### src/rtl/pdp8_iot_seq.sv
`default_nettype none
// ============================================================================
//  Module      : pdp8_iot_seq
//  Description : PDP-8 IOT (input/output transfer) sequencer. Latches an IOT
//                instruction, steps through the IOP1/IOP2/IOP4 pulse phases
//                selected by mb[2:0], samples device responses at the end of
//                each pulse and turns them into skip / AC-clear / AC-load
//                requests. Device 00 is handled internally as the interrupt
//                control (ION 6001 / IOF 6002) with a one-instruction ION
//                delay, and a fixed-priority interrupt request encoder.
//  Ports       : clk, reset (sync, active low)
//                iot_start, mb[11:0]           - IOT request from the CPU
//                io_select[5:0], iop[2:0]      - device select and IOP pulses
//                dev_skip, dev_clear_ac, dev_data_avail, dev_data[11:0]
//                skip, ac_clear, ac_load, ac_data[11:0], iot_done
//                irq_in[3:0], instr_fetch, int_ack
//                ion, int_req, int_src[1:0]
//  Revision    : 1.0 - initial release
// ============================================================================
module pdp8_iot_seq #(
    parameter int IOP_CYCLES = 2,
    parameter int GAP_CYCLES = 1
) (
    input  logic        clk,
    input  logic        reset,
    input  logic        iot_start,
    input  logic [11:0] mb,
    output logic [5:0]  io_select,
    output logic [2:0]  iop,
    input  logic        dev_skip,
    input  logic        dev_clear_ac,
    input  logic        dev_data_avail,
    input  logic [11:0] dev_data,
    output logic        skip,
    output logic        ac_clear,
    output logic        ac_load,
    output logic [11:0] ac_data,
    output logic        iot_done,
    input  logic [3:0]  irq_in,
    input  logic        instr_fetch,
    input  logic        int_ack,
    output logic        ion,
    output logic        int_req,
    output logic [1:0]  int_src
);

    // Phase counters hold "cycles remaining minus one", so 2 bits cover 1..4.
    localparam logic [1:0] c_IOP_LAST = 2'(IOP_CYCLES - 1);
    localparam logic [1:0] c_GAP_LAST = 2'(GAP_CYCLES - 1);

    typedef enum logic [3:0] {
        S_IDLE  = 4'd0,
        S_SETUP = 4'd1,
        S_P1    = 4'd2,
        S_G1    = 4'd3,
        S_P2    = 4'd4,
        S_G2    = 4'd5,
        S_P4    = 4'd6,
        S_G4    = 4'd7,
        S_DONE  = 4'd8
    } state_t;

    state_t      r_state;
    state_t      w_next_phase;
    logic [1:0]  r_cnt;
    logic [2:0]  r_bits;
    logic [5:0]  r_sel;
    logic [2:0]  r_iop;
    logic        r_skip;
    logic        r_ac_clear;
    logic        r_ac_load;
    logic [11:0] r_ac_data;
    logic        r_iot_done;
    logic        r_ion;
    logic        r_ion_pending;
    logic [2:0]  w_next_iop;
    logic        w_internal;
    logic        w_last;
    logic        w_done_internal;
    logic [1:0]  w_int_src;
    logic        w_unused_mb;

    // Opcode field of mb is decoded by the CPU, not here.
    assign w_unused_mb = &{1'b0, mb[11:9]};

    assign w_internal      = (r_sel == 6'o00);
    assign w_last          = (r_cnt == 2'd0);
    assign w_done_internal = (r_state == S_DONE) && w_internal;

    // Phase that follows the current SETUP/Gn state: the next enabled IOP
    // in P1, P2, P4 order, or DONE when none remain.
    always_comb begin
        w_next_phase = S_DONE;
        case (r_state)
            S_SETUP: begin
                if (r_bits[0])      w_next_phase = S_P1;
                else if (r_bits[1]) w_next_phase = S_P2;
                else if (r_bits[2]) w_next_phase = S_P4;
            end
            S_G1: begin
                if (r_bits[1])      w_next_phase = S_P2;
                else if (r_bits[2]) w_next_phase = S_P4;
            end
            S_G2: begin
                if (r_bits[2])      w_next_phase = S_P4;
            end
            default: w_next_phase = S_DONE;
        endcase
    end

    // Device 00 keeps its phase timing but never drives an IOP line.
    always_comb begin
        w_next_iop = 3'b000;
        case (w_next_phase)
            S_P1:    w_next_iop = 3'b001;
            S_P2:    w_next_iop = 3'b010;
            S_P4:    w_next_iop = 3'b100;
            default: w_next_iop = 3'b000;
        endcase
        if (w_internal) begin
            w_next_iop = 3'b000;
        end
    end

    // Sequencer: all outputs registered, set on the transition into the
    // state in which they must be visible.
    always_ff @(posedge clk) begin
        if (!reset) begin
            r_state    <= S_IDLE;
            r_cnt      <= 2'd0;
            r_bits     <= 3'b000;
            r_sel      <= 6'o00;
            r_iop      <= 3'b000;
            r_skip     <= 1'b0;
            r_ac_clear <= 1'b0;
            r_ac_load  <= 1'b0;
            r_ac_data  <= 12'o0000;
            r_iot_done <= 1'b0;
        end else begin
            // One-cycle pulses default low.
            r_ac_clear <= 1'b0;
            r_ac_load  <= 1'b0;
            r_iot_done <= 1'b0;
            case (r_state)
                S_IDLE: begin
                    if (iot_start) begin
                        r_bits  <= mb[2:0];
                        r_sel   <= mb[8:3];
                        r_skip  <= 1'b0;
                        r_state <= S_SETUP;
                    end
                end
                S_SETUP, S_G1, S_G2, S_G4: begin
                    // SETUP is always a single cycle; gaps run their count.
                    if ((r_state == S_SETUP) || w_last) begin
                        r_state    <= w_next_phase;
                        r_cnt      <= c_IOP_LAST;
                        r_iop      <= w_next_iop;
                        r_iot_done <= (w_next_phase == S_DONE);
                    end else begin
                        r_cnt <= r_cnt - 2'd1;
                    end
                end
                S_P1, S_P2, S_P4: begin
                    if (w_last) begin
                        r_iop <= 3'b000;
                        r_cnt <= c_GAP_LAST;
                        case (r_state)
                            S_P1:    r_state <= S_G1;
                            S_P2:    r_state <= S_G2;
                            default: r_state <= S_G4;
                        endcase
                        // Responses captured on the last pulse cycle appear
                        // during the first gap cycle.
                        if (!w_internal) begin
                            r_skip     <= r_skip | dev_skip;
                            r_ac_clear <= dev_clear_ac;
                            r_ac_load  <= dev_data_avail;
                            if (dev_data_avail) begin
                                r_ac_data <= dev_data;
                            end
                        end
                    end else begin
                        r_cnt <= r_cnt - 2'd1;
                    end
                end
                S_DONE: begin
                    r_state <= S_IDLE;
                end
                default: begin
                    r_state <= S_IDLE;
                    r_iop   <= 3'b000;
                end
            endcase
        end
    end

    // Interrupt enable. ION arms a pending flag that is promoted on the next
    // instruction fetch; IOF beats ION, and int_ack beats everything.
    always_ff @(posedge clk) begin
        if (!reset) begin
            r_ion         <= 1'b0;
            r_ion_pending <= 1'b0;
        end else if (int_ack) begin
            r_ion         <= 1'b0;
            r_ion_pending <= 1'b0;
        end else if (w_done_internal && r_bits[1]) begin
            r_ion         <= 1'b0;
            r_ion_pending <= 1'b0;
        end else begin
            if (r_ion_pending && instr_fetch) begin
                r_ion <= 1'b1;
            end
            if (w_done_internal && r_bits[0]) begin
                r_ion_pending <= 1'b1;
            end else if (instr_fetch) begin
                r_ion_pending <= 1'b0;
            end
        end
    end

    // Lowest-numbered request wins.
    always_comb begin
        w_int_src = 2'd0;
        if (irq_in[0])      w_int_src = 2'd0;
        else if (irq_in[1]) w_int_src = 2'd1;
        else if (irq_in[2]) w_int_src = 2'd2;
        else if (irq_in[3]) w_int_src = 2'd3;
    end

    assign io_select = r_sel;
    assign iop       = r_iop;
    assign skip      = r_skip;
    assign ac_clear  = r_ac_clear;
    assign ac_load   = r_ac_load;
    assign ac_data   = r_ac_data;
    assign iot_done  = r_iot_done;
    assign ion       = r_ion;
    assign int_req   = r_ion & (|irq_in);
    assign int_src   = w_int_src;

endmodule
`default_nettype wire

### config.mk
export PLATFORM = sky130hd
export DESIGN_NAME = pdp8_iot_seq
export DESIGN_NICKNAME = d
export VERILOG_FILES = /design/src/rtl/pdp8_iot_seq.sv
export SDC_FILE = /design/constraint.sdc
export NUM_CORES = 1
export LEC_CHECK = 0
export CAP_MARGIN = 20
export CORE_UTILIZATION = 46
export CTS_BUF_LIST = sky130_fd_sc_hd__clkbuf_4 sky130_fd_sc_hd__clkbuf_8 sky130_fd_sc_hd__clkbuf_16
export CTS_CLUSTER_SIZE = 30
export DETAILED_ROUTE_END_ITERATION = 12
export PLACE_DENSITY = 0.9
export SYNTH_ARGS = -nofsm -noshare
export SYNTH_HDL_FRONTEND = slang
export SYNTH_SLANG_ARGS = --single-unit
### constraint.sdc
create_clock -name clk -period 3.9 [get_ports clk]
set_input_delay 0.585 -clock clk [delete_from_list [all_inputs] [get_ports clk]]
set_output_delay 0.585 -clock clk [all_outputs]
set_load 0.005 [all_outputs]
Word-level counts from Yosys, hierarchy flattened:

Cells that the tools add are included.

* output and inout port bits: 29
* register bits after elaboration: 36
* bits of input ports: 36
* word-level logic and storage cells: 86

* bitwise gates (word level): 7
* multiplexer cells: 27
* add/subtract/negate cells: 1
* eq/ne operators: 16
* reductions and logical operators: 23

Operators by type and width (count)
* == test 4 x 3 -> 1 bit (second input constant): 6
* two-way mux 4 bit: 6
* case mux 4 bit (3 select lines): 2
* case mux 3 bit (3 select lines): 2
* == test 4 x 2 -> 1 bit (second input constant): 3
* two-way mux 2 bit: 6
* OR reduction 4 bit: 3
* two-way mux 3 bit: 3
* AND reduction 3 bit: 3
* == test 4 bit (second input constant): 2
* != test 2 bit (second input constant): 4
* AND reduction 4 bit: 2
* zero test 6 bit: 1
* case mux 3 bit (2 select lines): 1
* nonzero test 2 bit: 3
* OR reduction 3 bit: 2
* two-way mux 1 bit: 5
* inverter 1 bit: 5
* == test 4 x 1 -> 1 bit (second input constant): 1
* logical AND 1 bit: 4
* zero test 4 bit: 1
* case mux 2 bit (2 select lines): 1
* zero test 2 bit: 1
* case mux 1 bit (2 select lines): 1
* 6 further kinds: 6

Depth between registers and ports, before layout:

* depth in word-level cells: 9
* gate-level depth with buffers: 7
* depth with buffers taken out: 6

Worst setup path after synthesis:

No wires, ideal clock.

* path type: input to register
* start point: in dev_data_avail
* end point: reg r_ac_data[10] (netlist: ac_data[10])
* cell stages on the path: 5
* arrival time: 1.643 ns
* data required time: 3.784 ns
* buffers on the path: 1
* slack: 2.141 ns
* setup time: 0.116 ns
* cells stage by stage: or3b_4 -> a211oi_4 -> buf_8 -> mux2i_1 -> nor2b_1

* longest elaborated chain between the ends: 1

RTL lines
* start: declaration: RTL line 32 `input logic dev_data_avail,`
* AND reduction 4 bit (no line)
* end signal: assignment: RTL line 180 `r_ac_data <= dev_data;`
* end: declaration: RTL line 72 `logic [11:0] r_ac_data;`

No other way between the ends.
A chain may end at the register's enable or synchronous reset.

Worst setup path in the final report:

* start point: in irq_in[0]
* end point: out int_req

* longest elaborated chain between the ends: 2

RTL lines
* start: declaration: RTL line 39 `input logic [3:0] irq_in,`
* OR reduction 4 bit: RTL line 239 `assign int_req = r_ion & (|irq_in);`
* bitwise AND 1 bit: RTL line 239
* end: declaration: RTL line 43 `output logic int_req,`

No other way between the ends.

==> flow_summary.ini <==
[outcome]
status = finished clean

[worst_setup_path]
crit_buf_inv = 2
critPathRequiredTime_ns = 3.31
critPathKind = in2out
reg2reg_depth = 6
worstPathArrival_ns = 1.90
ff2ff_setup_slack_ns = 1.82
critical_path_cell_count = 3
crit_slowest_cell = clkdlybuf4s50_1
worst_setup_path_end_kind = output pin
crit_family = buffers and inverters
crit_path_start_kind = input port
cp_common_cell = clkdlybuf4s50_1
cp_max_fo = 3
crit_chain = clkdlybuf4s50_1 -> o41a_1 -> clkdlybuf4s50_1
slowest_delay_ns = 0.45

[synth]
syn_inst = 170
ys_types = 39
syn-cell-area_sq_mm = 0.001655
syn_nets = 209
yosysSeqAreaShare_pct = 43.54
synth-edff-count = 0
avgSynthCellArea_sq_um = 9.737
ys_seq_elements = 36
yosys_warnings = 0
async_flop_share_pct = 0
synth_ff_type = dfxtp_1

[cts]
cts_buffers = 5
cts.path.max_buffers = 2
ctsResizeCount = 0
cts_setup_buffers = 0
cts_max_level = 2
cts_hold_buf = 0
cts_sinks = 36
tritoncts = yes
cts-root-buf = clkbuf_4
worstSkewPairLatency_ns = 0.35
clk_pin_slew_ns = 0.10

[timing]
drv_slew = 0
setup_viol = 0
slew_headroom_pct = 43.79
final.period_utilization_pct = 63.75
period_needed_ns = 2.486
tightest_slew_ns = 0.8404
rsz0062_at_grt = false
fmax_mhz = 402.2
clock_skew_ns = 0.006622
finalHoldViolCount = 0
fin_setup_tns_ns = 0

[final_layout]
fillers = 265
drive_gt1_share_pct = 5.652
final_nets = 269
syn_to_final_growth_pct = 40.74
final_cell_area_sq_mm = 0.002330
final_common_cell = clkdlybuf4s50_1
layout_common_cells = clkdlybuf4s50_1 (61), dfxtp_1 (36), nor2b_1 (23)
diodes = 0

[min_path]
hold_class = reg2reg
hold_depth = 2

[detailed_routing]
drt_wl_total_mm = 3.740
wl_per_cell_um = 13.55
drt_iter0_markers = 37
drt_pass1_iterations = 4
vias = 1424
ant_nets = 0
drcViolationCount = 0
viasPerCell = 5.159

[power]
power.density_mw_per_mm2 = 343.9
ir_worst_vdd_v = 0.0002497
p_leak_uw = 0.0008272

[place]
port_buffers = 61
gp_routability_congestion = 0.8380
dp_hpwl_mm = 2.705
placed_area_sq_mm = 0.002280

[global_routing]
grt_antenna_before_repair = 0
grt_pass1_vias = 1263
grt_use_total_pct = 20.14
grt_start_max_net_pins = 33
gr-total-overflow = 0
grt_pass1_wl_mm = 5.582

[floorplan]
die_area_sq_mm = 0.003842
boundaryPins = 65
rows = 21
start_util_pct = 48.84
die_h_um = 61.99
die_w_um = 61.99
core_sq_mm = 0.003390

[job]
drv_cap = 0
==> sequential cells by signal, indices dropped and copies added, names as in the netlist <==
name / count
ac_data: 12
io_select: 6
r_state: 4
iop: 3
r_bits: 3
r_cnt: 2
ac_clear: 1
ac_load: 1
ion: 1
iot_done: 1
r_ion_pending: 1
skip: 1
==> synth_stat cells, types with 3 or more instances <==
cell type	instances	share of area, %
inv_1	4	0.91
nand3b_1	3	1.4
o21ai_1	3	0.91
nor3_1	3	0.91
buf_2	5	1.5
nor2_1	12	2.7
nand2b_1	6	2.3
nand3_1	6	1.8
nor2b_1	23	8.7
dfxtp_1	36	44
mux2i_1	22	13
clkbuf_1	3	0.68
ha_1	3	2.3
a21oi_1	7	2.1
==> through the flow <==
| step | util, % | hold WS [ns] | worst slack (ns) | power (uW) | instances |
|---|---|---|---|---|---|
| finish | 68.73 | 0.4771 | 1.414 | 801.2 | 276 |
| CTS | 68.73 | 0.4757 | 1.406 | 807.5 | 276 |
| global placement | 67.26 | 0.4480 | 1.340 | 608.6 | 269 |
| detailed placement | 67.26 | 0.4611 | 1.284 | 614.2 | 269 |
| floorplan | - | 0.4486 | 2.141 | 534.9 | 170 |
| global route | 68.73 | 0.5092 | 1.356 | 844.5 | 276 |
==> per-layer routing <==
metal	up-vias	global-route usage (%)	wire, um
met5	-	0	0
met4	0	7.302	53
met3	7	6.832	237
met2	46	34.35	1839
met1	649	23.35	1610
li1	722	-	-
==> final cells by class <==
cell class	count	area, sq um	area share (%)
inverters	4	15.01	0.6445
multi-input cells	121	868.3	37.27
clock inverters	1	5.005	0.2148
repair buffers	62	618.1	26.53
well taps	46	57.56	2.470
clock buffers	6	45.04	1.933
flip-flops and latches	36	720.7	30.93
==> worst register-to-register path, stage by stage (launching register included) <==
cell and delay [ns]:
dfxtp_1 0.35, inv_1 0.09, ha_1 0.29, o21ai_1 0.16, a211oi_4 0.74, mux2i_1 0.28
nor2b_1 0.07
==> power breakdown <==
| group | leakage, uW | switching, uW | internal [uW] |
|---|---|---|---|
| sequential | 0.000292 | 28.3 | 389 |
| clock | 0.0000315 | 120 | 73.3 |
| combinational | 0.000503 | 84.7 | 107 |
==> logic make-up (layout without fill, tap and decap cells) <==
kind of cell / Yosys count / after routing / synth area share, %
AND/OR/NAND/NOR: 64 / 64 / 22.30
flip-flops: 36 / 36 / 43.54
AO/OA/AOI/OAI: 32 / 32 / 14.59
multiplexers: 22 / 22 / 13.30
buffers and inverters: 13 / 73 / 4.005
adder cells (fa/ha/maj): 3 / 3 / 2.268
==> final timing paths <==
kind / endpoint / from
max reg2reg: ac_data[9] / r_cnt[0]
min: iop[2] / iop[2]
max: int_req / irq_in[0]
min reg2reg: iop[2] / iop[2]
Note: power is estimated with default switching activity, not from simulation.
==> patch 1 (config.mk and constraints unchanged) <==
Make the reset (`reset`) asynchronous in 2 clocked blocks.
--- a/src/rtl/pdp8_iot_seq.sv
+++ b/src/rtl/pdp8_iot_seq.sv
@@ -124,7 +124,7 @@
 
     // Sequencer: all outputs registered, set on the transition into the
     // state in which they must be visible.
-    always_ff @(posedge clk) begin
+    always_ff @(posedge clk or negedge reset) begin
         if (!reset) begin
             r_state    <= S_IDLE;
             r_cnt      <= 2'd0;
@@ -197,7 +197,7 @@
 
     // Interrupt enable. ION arms a pending flag that is promoted on the next
     // instruction fetch; IOF beats ION, and int_ack beats everything.
-    always_ff @(posedge clk) begin
+    always_ff @(posedge clk or negedge reset) begin
         if (!reset) begin
             r_ion         <= 1'b0;
             r_ion_pending <= 1'b0;
Formal check against the unedited RTL: differs if reset is asserted again (counterexample within 4 cycles, from zero or initial values and one cycle with reset low); with reset held inactive, the same outputs for 10 cycles.
==> patch 1 against the unedited design <==
Routed wire length is 2.4% higher. Sequential cell count stayed put. Critical path depth stayed put. Setup slack worse by 30 ps. Count of clock-buffer cells in the layout is 1 higher. Final area is 2.8% higher. Area after synthesis is 2.1% higher.
Power is not compared: it rests on default switching activity, and its combinational part moved more than twofold at a synthesized area within 25%.
==> patch 1: results (changes against the unedited design) <==
status:
  status: "complete, no violations"
critical_path:
  max_stage_delay_ps: 460
  cp_top_family: "buffers and inverters"
  path_max_fanout: 3  # unchanged
  worstPathArrival_ps: 1930  # +30 ps
  cp_slowest_cell: "clkdlybuf4s50_1"
drt:
  drt_pre_antenna_iters: 5  # +1
  finalWirelength_um: 3830  # +2.4%
  via_count: 1354  # -4.9%
  drt_iter0_drc: 72  # +95%
finish:
  largest_reg_flops: 12  # unchanged
  drive_gt1_frac: 0.171  # +0.114
  fillers: 243  # -8.3%
  fin_nets: 238  # -12%
  antenna_cells: 0  # unchanged
placed_design:
  port_buffers: 61  # unchanged
  gp_routability_congestion: 0.823  # -1.8%
  dp_hpwl_um: 2810  # +4.0%
synthesis:
  yosysUniqueCellTypes: 41  # +5.1%
  synth_area_leaders: "dfrtp_1 53%, mux2_4 8.0%, mux2_2 8.0%"
  syn_nets: 174  # -17%
  yosysWarnings: 0  # unchanged
  async_flop_share: 1.00  # +1.00
  synth_common_cells: "36 x dfrtp_1, 12 x mux2_2, 9 x inv_1, 9 x mux2_4, 9 x nor2_1"
  synth-seq-area-share: 0.533  # +0.0976
clocking:
  cts_buffers: 5  # unchanged
  cts_setup_buffers: 0  # unchanged
  clock_latency_ps: 340
  htreeDepth: 2  # unchanged
  clk_path_buf_depth: 2  # unchanged
  clk_pin_slew_worst_paths_ps: 110
  cts_resized: 0  # unchanged
  cts_root_buf: "clkbuf_4"
power:
  irDropWorstVdd_v: 0.000455
  p_sw_mw: 0.602
  p_leak_nw: 1.04
global_routing:
  antenna_found_initial: 0  # unchanged
  grt_pass1_vias: 1433  # +13%
  grt.total_usage: 0.212  # +0.0107
  grt_max_degree: 37  # +12%
  grt_pass1_wl_um: 6400  # +15%
timing:
  skew_ps: 13.2  # +6.56 ps
  worst_pin_slew_ps: 605  # -236 ps
  finalCritPeriodShare: 0.645  # +0.00767
  slew_viol_final: 0  # unchanged
hold_path:
  hold_path_class: "reg -> reg"
patch 1: cell types whose count changed after synthesis, moves of 3 or more:
| cell | change |
|---|---|
| mux2_2 | +12 |
| nor2b_1 | -22 |
| mux2_4 | +9 |
| nand3_1 | -5 |
| nor2_1 | -3 |
| dfrtp_1 | +36 |
| o21ai_1 | -3 |
| dfxtp_1 | -36 |
| buf_2 | -3 |
| a22o_1 | +3 |
| inv_1 | +5 |
| nand2b_1 | -3 |
| mux2i_1 | -21 |
patch 1: cells by family after synthesis:
group,after synthesis,share of synthesized area
fa+ha+maj,3,0.0222
xor+xnor,1,0.00518
compound gates,25,0.109
flops,36,0.533
mux,22,0.166
simple gates,34,0.124
buf+inv,14,0.0414
patch 1: through the flow:
| stage | utilization | cell area (um2) | worst slack (ps) | power, mW | std cells |
|---|---|---|---|---|---|
| 2_1_floorplan | - | 1690 | 2080 | 1.16 | 135 |
| 3_3_place_gp | 0.682 | 2330 | 1400 | 1.48 | 238 |
| 3_5_place_dp | 0.682 | 2330 | 1370 | 1.53 | 238 |
| 4_1_cts | 0.701 | 2390 | 1360 | 1.76 | 245 |
| 5_1_grt | 0.701 | 2390 | 1340 | 1.87 | 245 |
| 6_report | 0.701 | 2390 | 1380 | 1.76 | 245 |
patch 1: power groups by stage:
stage	Combinational [mW]	Sequential (mW)	Clock [mW]
floorplan	0.509	0.651	0
global placement	0.798	0.682	0
detailed placement	0.830	0.696	0
CTS	0.841	0.689	0.225
global route	0.912	0.714	0.245
finish	0.845	0.692	0.220
patch 1: layer usage:
metal  up-vias  GRT usage  share of wire  routed length, um
met2        80      0.332           0.47               1810
li1        621          -              -                  -
met5         -          0              0                  0
met1       639      0.264           0.41               1570
met3        14     0.0785          0.090                344
met4         0     0.0872          0.025                 97
patch 1: worst paths after layout:
kind | start | endpoint | slack, ps | cells after the start
max in group asynchronous | reset | ac_data[2] | 2930 | 2
min in group asynchronous | reset | ac_data[10] | 650 | 2
worst min register to register | iop[0] | iop[0] | 510 | 2
worst max register to register | r_cnt[0] | ac_data[4] | 1790 | 5
worst max-delay path | irq_in[0] | int_req | 1380 | 3
worst min-delay path | iop[0] | iop[0] | 510 | 2
patch 1: layout make-up:
type                    instances  area share
multi-input cells              85       0.300
well taps                      46      0.0240
repair buffers                 62       0.258
inverters                       9      0.0141
clock buffers                   7      0.0272
flip-flops and latches         36       0.376
patch 1: worst min-delay path, stage by stage, from the launching register on:
cell,delay [ps]
dfrtp_1,360
nand2_1,50
o41ai_1,60
==> patch 2 (same settings) <==
Made on the original files. The 9 states of `state_t` get a one-hot encoding in 9 bits.
--- a/src/rtl/pdp8_iot_seq.sv
+++ b/src/rtl/pdp8_iot_seq.sv
@@ -48,16 +48,16 @@
     localparam logic [1:0] c_IOP_LAST = 2'(IOP_CYCLES - 1);
     localparam logic [1:0] c_GAP_LAST = 2'(GAP_CYCLES - 1);
 
-    typedef enum logic [3:0] {
-        S_IDLE  = 4'd0,
-        S_SETUP = 4'd1,
-        S_P1    = 4'd2,
-        S_G1    = 4'd3,
-        S_P2    = 4'd4,
-        S_G2    = 4'd5,
-        S_P4    = 4'd6,
-        S_G4    = 4'd7,
-        S_DONE  = 4'd8
+    typedef enum logic [8:0] {
+        S_IDLE  = 9'b000000001,
+        S_SETUP = 9'b000000010,
+        S_P1    = 9'b000000100,
+        S_G1    = 9'b000001000,
+        S_P2    = 9'b000010000,
+        S_G2    = 9'b000100000,
+        S_P4    = 9'b001000000,
+        S_G4    = 9'b010000000,
+        S_DONE  = 9'b100000000
     } state_t;
 
     state_t      r_state;
Function: no difference found for any inputs over 10 cycles, from zero or initial values and one cycle with reset low; not proved beyond that.
==> patch 2 against the unedited design <==
Sequential cell count rose by 5. Final area is 14% higher. Global-route usage grew 2.9 points. Routed wire length grew 28%. Setup slack worse by 170 ps. Clock skew down 2.9 ps. Sequential share of layout area is essentially flat. Hold slack worse by 26 ps. Power increased by 10%. Critical path depth up 2. Combinational power fell by 39%. Area after synthesis increased by 17%. Non-clock buffer count stayed put. Largest power group unchanged.
==> patch 2: results (changes against the unedited design) <==
clocking:
  clk_pin_slew_worst_paths_ps: 70  # -30 ps
  cts_sinks: 41  # +14%
  cts_root_buf: "clkbuf_8"
  cts_setup_buffers: 0  # unchanged
  cts_buffers: 5  # unchanged
  cts_resized: 0  # unchanged
  clock_latency_ps: 290  # -60 ps
drt:
  via_count: 1847  # +30%
  via_per_inst: 5.55  # +7.5%
  drt_iter0_drc: 104  # +180%
  drt_pre_antenna_iters: 4  # unchanged
  route.detailed.drc: 0  # unchanged
  avgRoutedWirePerCell_um: 14.4  # +6.3%
status:
  status: "complete, no violations"
global_routing:
  grt_max_degree: 31  # -6.1%
  grt.total_usage: 0.230  # +0.0286
  grt_pass1_wl_um: 7690  # +38%
  antenna_found_initial: 0  # unchanged
  grt_pass1_vias: 1678  # +33%
timing:
  setup_viol: 0  # unchanged
  max_slew_margin: 0.357  # -0.0805
  skew_ps: 3.73  # -2.89 ps
  tns_ps: 0  # unchanged
placed_design:
  dpl-instance-area_um2: 2550  # +12%
  dp_hpwl_um: 3450  # +27%
  pre_cts_ws_ps: 1270  # -11.7 ps
  gp_routability_congestion: 0.920  # +9.8%
  port_buffers: 61  # unchanged
finish:
  multi_input_comb_cells: 166  # +37%
  drive_gt1_frac: 0.0565  # about the same
  multi_input_area_share: 0.386  # +0.0131
  seq-cell-share: 0.309  # -0.000349
  antenna_cells: 0  # unchanged
  fillers: 331  # +25%
  postLayoutCellArea_um2: 2660  # +14%
  n_all_inverters: 7  # +3
  fin_nets: 322  # +20%
  buf_share: 0.233  # -0.0326
  clkCellAreaFrac: 0.0391  # +0.0176
critical_path:
  max_stage_delay_ps: 830  # +380 ps
  path_max_fanout: 11  # +8
  cp_slowest_cell: "nor3_2"
  worstPathArrival_ps: 2830  # +930 ps
  cp_top_family: "simple AND/OR/NAND/NOR gates"
synthesis:
  synth.area.mux_share: 0.0672  # -0.0658
  yosysWarnings: 0  # unchanged
  yosysUniqueCellTypes: 44  # +13%
  synth_area_leaders: "dfxtp_1 42%, mux2i_1 6.7%, a21oi_1 5.9%"
  yosys.area_share.xor_xnor: 0.00905  # +0.00905
  synth-seq-area-share: 0.424  # -0.0113
  synth_area_per_cell_um2: 8.45  # -13%
  synth_common_cells: "41 x dfxtp_1, 25 x nand2_1, 23 x a21oi_1, 19 x nor2_1, 17 x nand3_1"
  synthAdderAreaFrac: 0.0194  # -0.00328
  syn_nets: 268  # +28%
  synth-compound-area-share: 0.169  # +0.0228
power:
  p_leak_nw: 0.961  # +16%
  irDropWorstVdd_v: 0.000203  # -19%
-- patch 2: path summary, 6_finish.rpt --
path / startpoint / endpoint / slack, ps / cells past startpoint
hold / removal: ac_data[6] / ac_data[6] / 450 / 2
setup / recovery: r_state[4] / io_select[3] / 1250 / 5
setup reg to reg: r_state[4] / io_select[3] / 1250 / 5
hold reg to reg: ac_data[6] / ac_data[6] / 450 / 2
-- patch 2: power by group --
part	internal (mW)	switching [mW]	total, mW
sequential	0.427	0.00910	0.436
combinational	0.0636	0.0526	0.116
clock	0.186	0.143	0.329
-- patch 2: tightest hold or removal path: cells and delay by family, from the launching register on --
kind,cells,cell delay [ps]
AO/OA/AOI/OAI,1,50
flip-flops,1,310
AND/OR/NAND/NOR,1,50
-- patch 2: routing by layer --
metal | track usage | share of wire | vias to the layer above
met2 | 0.364 | 0.50 | 63
li1 | - | - | 925
met1 | 0.301 | 0.44 | 853
met3 | 0.0428 | 0.048 | 6
met5 | 0 | 0 | -
met4 | 0.104 | 0.012 | 0
